File: src/rtl/uart_pkg.sv
// Shared UART definitions: receiver state encoding, data width and the parity
// helper used by both the receiver and the transmitter.
package uart_pkg;

    localparam int DATA_W = 8;

    typedef enum logic [2:0] {
        IDLE,
        START,
        DATA,
        PARITY,
        STOP
    } rx_state_t;

    // Parity bit a transmitter appends for the given data and parity sense.
    function automatic logic parity_bit(input logic [DATA_W-1:0] data, input logic even);
        return even ? ^data : ~^data;
    endfunction

endpackage

File: src/rtl/uart_rx_if.sv
// Consumer-side bus of the UART receiver: received byte, status flags and pop strobe.
interface uart_rx_if;
    import uart_pkg::*;

    logic [DATA_W-1:0] rx_data;
    logic              rx_valid;
    logic              rx_busy;
    logic              parity_err;
    logic              frame_err;
    logic              overrun;
    logic              rd_en;

    modport master (
        output rx_data, rx_valid, rx_busy, parity_err, frame_err, overrun,
        input  rd_en
    );

    modport slave (
        input  rx_data, rx_valid, rx_busy, parity_err, frame_err, overrun,
        output rd_en
    );

endinterface

File: src/rtl/uart_rx_fifo.sv
// Small synchronous FIFO holding received bytes with their error flags.
// A push into a full FIFO is accepted only when a pop happens in the same cycle.
module uart_rx_fifo #(
    parameter int DEPTH = 4,
    parameter int WIDTH = 10
) (
    input  logic             clk,
    input  logic             rst,
    input  logic             push,
    input  logic [WIDTH-1:0] din,
    input  logic             pop,
    output logic [WIDTH-1:0] dout,
    output logic             empty,
    output logic             full
);

    localparam int AW = (DEPTH > 1) ? $clog2(DEPTH) : 1;
    localparam logic [AW-1:0] LAST = AW'(DEPTH - 1);

    logic [WIDTH-1:0] mem [DEPTH];
    logic [AW-1:0]    wr_ptr;
    logic [AW-1:0]    rd_ptr;
    logic [AW:0]      count;
    logic             push_ok;
    logic             pop_ok;

    assign empty   = (count == '0);
    assign full    = (count == (AW+1)'(DEPTH));
    assign pop_ok  = pop & ~empty;
    assign push_ok = push & (~full | pop_ok);
    assign dout    = mem[rd_ptr];

    always_ff @(posedge clk) begin
        if (rst) begin
            wr_ptr <= '0;
            rd_ptr <= '0;
            count  <= '0;
        end else begin
            if (push_ok) wr_ptr <= (wr_ptr == LAST) ? '0 : wr_ptr + 1'b1;
            if (pop_ok)  rd_ptr <= (rd_ptr == LAST) ? '0 : rd_ptr + 1'b1;
            case ({push_ok, pop_ok})
                2'b10:   count <= count + 1'b1;
                2'b01:   count <= count - 1'b1;
                default: count <= count;
            endcase
        end
    end

    // Storage is not reset; the read side masks it while empty.
    always_ff @(posedge clk) begin
        if (push_ok) mem[wr_ptr] <= din;
    end

endmodule

File: src/rtl/uart_rx.sv
// UART receiver: 8 data bits LSB first, optional parity, one stop bit.
// Define UART_RX_FIFO_EN to buffer bytes in a FIFO_DEPTH-entry FIFO popped by rd_en.
module uart_rx
    import uart_pkg::*;
#(
    parameter int CLKS_PER_BIT = 16,
    parameter int FIFO_DEPTH   = 4
) (
    input  logic       clk,
    input  logic       rst,
    input  logic       rx,
    input  logic       parity_en,
    input  logic       even_parity,
    uart_rx_if.master  bus
);

    if (CLKS_PER_BIT < 1 || CLKS_PER_BIT > 1024) begin : g_bad_cpb
        $error("uart_rx: CLKS_PER_BIT out of range");
    end
    if (FIFO_DEPTH < 1 || (FIFO_DEPTH & (FIFO_DEPTH - 1)) != 0) begin : g_bad_depth
        $error("uart_rx: FIFO_DEPTH must be a power of two");
    end

    localparam int CNT_W = $clog2(CLKS_PER_BIT + 1);
    localparam logic [CNT_W-1:0] HALF_BIT = CNT_W'(CLKS_PER_BIT / 2);
    localparam logic [CNT_W-1:0] FULL_BIT = CNT_W'(CLKS_PER_BIT - 1);

    logic rx_meta, rx_s, rx_s_d;
    logic fall;

    rx_state_t         state, state_next;
    logic [CNT_W-1:0]  baud_cnt, cnt_next;
    logic [2:0]        bit_cnt, bit_next;
    logic [DATA_W-1:0] shreg;
    logic              par_en_q, even_q, par_err_q;
    logic              tick, latch_cfg, shift_en, par_sample, stop_sample;

    // Synchronizer; rx_s_d doubles as the edge-detect history and as the sample
    // point, so that with CLKS_PER_BIT=1 the start bit is still visible in START.
    always_ff @(posedge clk) begin
        if (rst) begin
            rx_meta <= 1'b1;
            rx_s    <= 1'b1;
            rx_s_d  <= 1'b1;
        end else begin
            rx_meta <= rx;
            rx_s    <= rx_meta;
            rx_s_d  <= rx_s;
        end
    end

    assign fall = rx_s_d & ~rx_s;
    assign tick = (baud_cnt == '0);

    always_ff @(posedge clk) begin
        if (rst) begin
            state    <= IDLE;
            baud_cnt <= '0;
            bit_cnt  <= '0;
            par_en_q <= 1'b0;
            even_q   <= 1'b0;
        end else begin
            state    <= state_next;
            baud_cnt <= cnt_next;
            bit_cnt  <= bit_next;
            if (latch_cfg) begin
                par_en_q <= parity_en;
                even_q   <= even_parity;
            end
        end
    end

    always_comb begin
        state_next  = state;
        cnt_next    = tick ? baud_cnt : baud_cnt - 1'b1;
        bit_next    = bit_cnt;
        latch_cfg   = 1'b0;
        shift_en    = 1'b0;
        par_sample  = 1'b0;
        stop_sample = 1'b0;
        case (state)
            IDLE: if (fall) begin
                state_next = START;
                cnt_next   = HALF_BIT;
                latch_cfg  = 1'b1;
            end
            START: if (tick) begin
                state_next = rx_s_d ? IDLE : DATA;
                cnt_next   = FULL_BIT;
                bit_next   = 3'd0;
            end
            DATA: if (tick) begin
                cnt_next = FULL_BIT;
                shift_en = 1'b1;
                bit_next = bit_cnt + 3'd1;
                if (bit_cnt == 3'd7) state_next = par_en_q ? PARITY : STOP;
            end
            PARITY: if (tick) begin
                cnt_next   = FULL_BIT;
                par_sample = 1'b1;
                state_next = STOP;
            end
            STOP: if (tick) begin
                stop_sample = 1'b1;
                state_next  = IDLE;
            end
            default: state_next = IDLE;
        endcase
    end

    always_ff @(posedge clk) begin
        if (shift_en)   shreg <= {rx_s_d, shreg[DATA_W-1:1]};
        if (latch_cfg)  par_err_q <= 1'b0;
        if (par_sample) par_err_q <= rx_s_d ^ parity_bit(shreg, even_q);
    end

    assign bus.rx_busy = ((state != IDLE) | fall) & ~stop_sample;

    // ---- stage p1: delivery of the completed frame ----
`ifdef UART_RX_FIFO_EN
    logic              fifo_empty, fifo_full, fifo_pop;
    logic [DATA_W+1:0] fifo_dout;
    logic              overrun_p1;

    assign fifo_pop = bus.rd_en & ~fifo_empty;

    uart_rx_fifo #(
        .DEPTH (FIFO_DEPTH),
        .WIDTH (DATA_W + 2)
    ) u_fifo (
        .clk   (clk),
        .rst   (rst),
        .push  (stop_sample),
        .din   ({par_err_q, ~rx_s_d, shreg}),
        .pop   (fifo_pop),
        .dout  (fifo_dout),
        .empty (fifo_empty),
        .full  (fifo_full)
    );

    always_ff @(posedge clk) begin
        if (rst)                                         overrun_p1 <= 1'b0;
        else if (stop_sample & fifo_full & ~fifo_pop)    overrun_p1 <= 1'b1;
    end

    assign bus.rx_valid   = ~fifo_empty;
    assign bus.rx_data    = fifo_empty ? '0 : fifo_dout[DATA_W-1:0];
    assign bus.frame_err  = ~fifo_empty & fifo_dout[DATA_W];
    assign bus.parity_err = ~fifo_empty & fifo_dout[DATA_W+1];
    assign bus.overrun    = overrun_p1;
`else
    logic [DATA_W-1:0] data_p1;
    logic              vld_p1, perr_p1, ferr_p1;

    always_ff @(posedge clk) begin
        if (rst) begin
            data_p1 <= '0;
            vld_p1  <= 1'b0;
            perr_p1 <= 1'b0;
            ferr_p1 <= 1'b0;
        end else begin
            vld_p1 <= stop_sample;
            if (stop_sample) begin
                data_p1 <= shreg;
                perr_p1 <= par_err_q;
                ferr_p1 <= ~rx_s_d;
            end
        end
    end

    assign bus.rx_valid   = vld_p1;
    assign bus.rx_data    = data_p1;
    assign bus.parity_err = perr_p1;
    assign bus.frame_err  = ferr_p1;
    assign bus.overrun    = 1'b0;
`endif

endmodule

File: src/flat_wrapper.sv
// flat-port wrapper written by rule: the top's interface ports become plain ports
module uart_rx_flat import uart_pkg::*;
#(
    parameter int CLKS_PER_BIT = 16,
    parameter int FIFO_DEPTH   = 4
)
  (clk, rst, rx, parity_en, even_parity, bus_rx_data, bus_rx_valid, bus_rx_busy, bus_parity_err, bus_frame_err, bus_overrun, bus_rd_en);
  uart_rx_if bus_i ();
  input  logic clk;
  input  logic rst;
  input  logic rx;
  input  logic parity_en;
  input  logic even_parity;
  output wire logic [$bits(bus_i.rx_data)-1:0] bus_rx_data;
  output wire logic [$bits(bus_i.rx_valid)-1:0] bus_rx_valid;
  output wire logic [$bits(bus_i.rx_busy)-1:0] bus_rx_busy;
  output wire logic [$bits(bus_i.parity_err)-1:0] bus_parity_err;
  output wire logic [$bits(bus_i.frame_err)-1:0] bus_frame_err;
  output wire logic [$bits(bus_i.overrun)-1:0] bus_overrun;
  input wire logic [$bits(bus_i.rd_en)-1:0] bus_rd_en;
  assign bus_rx_data = bus_i.rx_data;
  assign bus_rx_valid = bus_i.rx_valid;
  assign bus_rx_busy = bus_i.rx_busy;
  assign bus_parity_err = bus_i.parity_err;
  assign bus_frame_err = bus_i.frame_err;
  assign bus_overrun = bus_i.overrun;
  assign bus_i.rd_en = bus_rd_en;
  uart_rx #(.CLKS_PER_BIT(CLKS_PER_BIT), .FIFO_DEPTH(FIFO_DEPTH)) u_core (.clk(clk), .rst(rst), .rx(rx), .parity_en(parity_en), .even_parity(even_parity), .bus(bus_i));
endmodule
File: config.mk
export PLATFORM = sky130hd
export DESIGN_NAME = uart_rx_flat
export DESIGN_NICKNAME = d
export VERILOG_FILES = /design/src/rtl/uart_pkg.sv /design/src/rtl/uart_rx_if.sv /design/src/rtl/uart_rx_fifo.sv /design/src/rtl/uart_rx.sv /design/src/flat_wrapper.sv
export SDC_FILE = /design/constraint.sdc
export NUM_CORES = 1
export LEC_CHECK = 0
export CORE_MARGIN = 5
export CORE_UTILIZATION = 50
export CTS_BUF_LIST = sky130_fd_sc_hd__clkbuf_8
export CTS_CLUSTER_SIZE = 40
export DETAILED_ROUTE_END_ITERATION = 12
export DONT_BUFFER_PORTS = 1
export GPL_ROUTABILITY_DRIVEN = 0
export PLACE_DENSITY = 0.69
export SLEW_MARGIN = 20
export SYNTH_ARGS = -nofsm -noshare
export SYNTH_HDL_FRONTEND = slang
export SYNTH_HIERARCHICAL = 1
export SYNTH_SLANG_ARGS = --single-unit
File: constraint.sdc
create_clock -name clk -period 2.9 [get_ports clk]
set_input_delay 0.58 -clock clk [delete_from_list [all_inputs] [get_ports clk]]
set_output_delay 0.58 -clock clk [all_outputs]
set_load 0.01 [all_outputs]
==> results.toml <==
[grt]
antenna_found_initial = 0
grt_pass1_wl_mm = 4.71
overflow = 0
grt_start_max_net_pins = 25
grt.total_usage = 0.144
grt_pass1_vias = 1057

[worst_setup_path]
end_kind = "primary output"
critPathArrivalTime_ns = 1.83
crit_required_ns = 2.32
cp_max_fo = 9
crit_type = "register to primary output"
start_kind = "register"

[layout]
n_antenna_cell = 0
drive_gt1_frac = 0.104
final_core_util = 0.544
nets = 152
syn_to_final_growth_pct = 6.36
fin_area_um2 = 1630
layout_commonest_cell = "dfxtp_1"
final_cell_mix = "dfxtp_1, nor2_1, mux2i_1, edfxtp_1, xnor2_1"
stdcell_count = 177

[synthesis]
synth_edf_count = 9
synth_area_leaders = "dfxtp_1, edfxtp_1, mux2i_1"
netlist-cell-type-count = 38
synth_warnings = 6
syn-mean-instance-area_um2 = 10.7
syn-num-nets = 152
synth_area_um2 = 1540
yosysTopAreaCell = "dfxtp_1"
synthArstFlopShare = 0
ys_ff_latch = 36
syn_inst = 143
ys_seq_area_frac = 0.528
synth_top_area_frac = 0.352
synth-main-ff-cell = "dfxtp_1"

[floorplan]
die_area_um2 = 4280
die_height_um = 65.4
die_width_um = 65.4
ioPinCount = 19
rows = 20
design.core.area_um2 = 3000
start_util = 0.511

[clock_tree]
cts_resized = 0
cts_buffers = 5
clock_path_buffers = 2
ctsHoldBuffers = 0
cts-root-buf = "clkbuf_8"
cts-htree-levels = 2
path_clk_slew_ns = 0.07
clock-sinks = 36
cts_tree = "done"
clock_latency_ns = 0.28
postCtsSetupRepairBufs = 0

[timing]
slew_headroom = 0.602
fmax_mhz = 414
finalSetupTns_ns = 0
hold_viol = 0
report.final.setup_viol = 0
period_minus_slack_ns = 2.41
min_period_over_period = 0.832
slew_violations = 0
rsz0062_at_grt = "no"
skew_ns = 0.00236
tightest_slew_ns = 0.595

[job]
cap_violations = 0

[routing]
vias = 1017
first_iter_violations = 49
dr.pass1.iters = 4
drc = 0
avgRoutedWirePerCell_um = 15.5
ant_nets = 0
routed_wirelength_mm = 2.75
viasPerCell = 5.75

[place]
dpl-instance-area_um2 = 1550
numPortBuffers = 0
dp_cells = 169
hpwl_mm = 1.94

[power_and_ir_drop]
power_mw = 1.15
worst_ir_drop_vdd_mv = 0.464
p_leak_nw = 0.688
power_density_nw_per_um2 = 707

[min_path]
hold_class = "input port to register"

[outcome]
status = "completed"
[worst paths after layout]
| check | from | to | slack, ns | cells past startpoint |
|---|---|---|---|---|
| worst max register to register | u_core/baud_cnt[0] | u_core/shreg[4] | 0.77 | 5 |
| worst min register to register | u_core/rx_meta | u_core/rx_s | 0.42 | 1 |
| worst max-delay path | u_core/baud_cnt[0] | bus_rx_busy | 0.49 | 5 |
| worst min-delay path | rst | u_core/bit_cnt[2] | 0.36 | 1 |
[report_power, final]
group / total (mW) / internal [mW] / switching, mW
clock network: 0.330 / 0.163 / 0.167
registers: 0.581 / 0.543 / 0.0377
logic: 0.243 / 0.104 / 0.139
[metal layers]
layer	track usage	wire, um	up-vias
met4	0.0596	28	0
met5	0	0	-
met1	0.163	1210	490
li1	-	-	500
met2	0.244	1390	22
met3	0.0496	117	5
[area by class of cell]
| class | count | area (um^2) |
|---|---|---|
| Tap cell | 33 | 41.3 |
| Clock inverter | 3 | 15.0 |
| Clock buffer | 5 | 68.8 |
| Fill cell | 263 | 1370 |
| Multi-Input combinational cell | 92 | 659 |
| Inverter | 6 | 22.5 |
| Sequential cell | 36 | 811 |
| Timing Repair Buffer | 2 | 15.0 |
[sequential cells by signal, summed over array words and instances (netlist names), 3 cells and up]
name / count
u_core/bus.rx_data: 8
u_core/shreg: 8
u_core/baud_cnt: 5
u_core/bit_cnt: 3
u_core/state: 3
[metrics by stage]
step	setup WS (ns)	hold slack, ns
2_1_floorplan	0.385	0.389
3_3_place_gp	0.835	0.398
3_5_place_dp	0.785	0.405
4_1_cts	0.466	0.354
5_1_grt	0.380	0.346
6_report	0.487	0.362
[synth_stat cells, types with 2 or more instances]
cell type,count
or3b_1,2
buf_4,2
nand2b_1,2
dfxtp_1,27
nand2_1,6
clkbuf_1,6
mux2i_1,12
or2_2,3
nor2_1,22
a22oi_1,3
nand3_1,3
xnor2_1,8
edfxtp_1,9
nor3_1,5
o41ai_1,2
ha_1,3
inv_1,6
a211oi_1,2
[kinds of logic (layout without fill, tap and decap cells)]
| kind of cell | Yosys count | count (layout) | share of synthesized area |
|---|---|---|---|
| AO/OA/AOI/OAI | 16 | 16 | 0.0864 |
| other | 1 | 1 | 0.00244 |
| XOR/XNOR | 10 | 10 | 0.0660 |
| AND/OR/NAND/NOR | 50 | 50 | 0.172 |
| buffers and inverters | 15 | 16 | 0.0424 |
| flip-flops | 36 | 36 | 0.528 |
| multiplexers | 12 | 12 | 0.0782 |
| adder cells (fa/ha/maj) | 3 | 3 | 0.0245 |
[worst max-delay path: stages (launching register included)]
cell     delay [ns]
dfxtp_1        0.31
inv_1          0.09
ha_1           0.24
or4b_1         0.63
nand2_1        0.14
nand3_1        0.14
No activity file was read; power rests on OpenSTA's default activity.
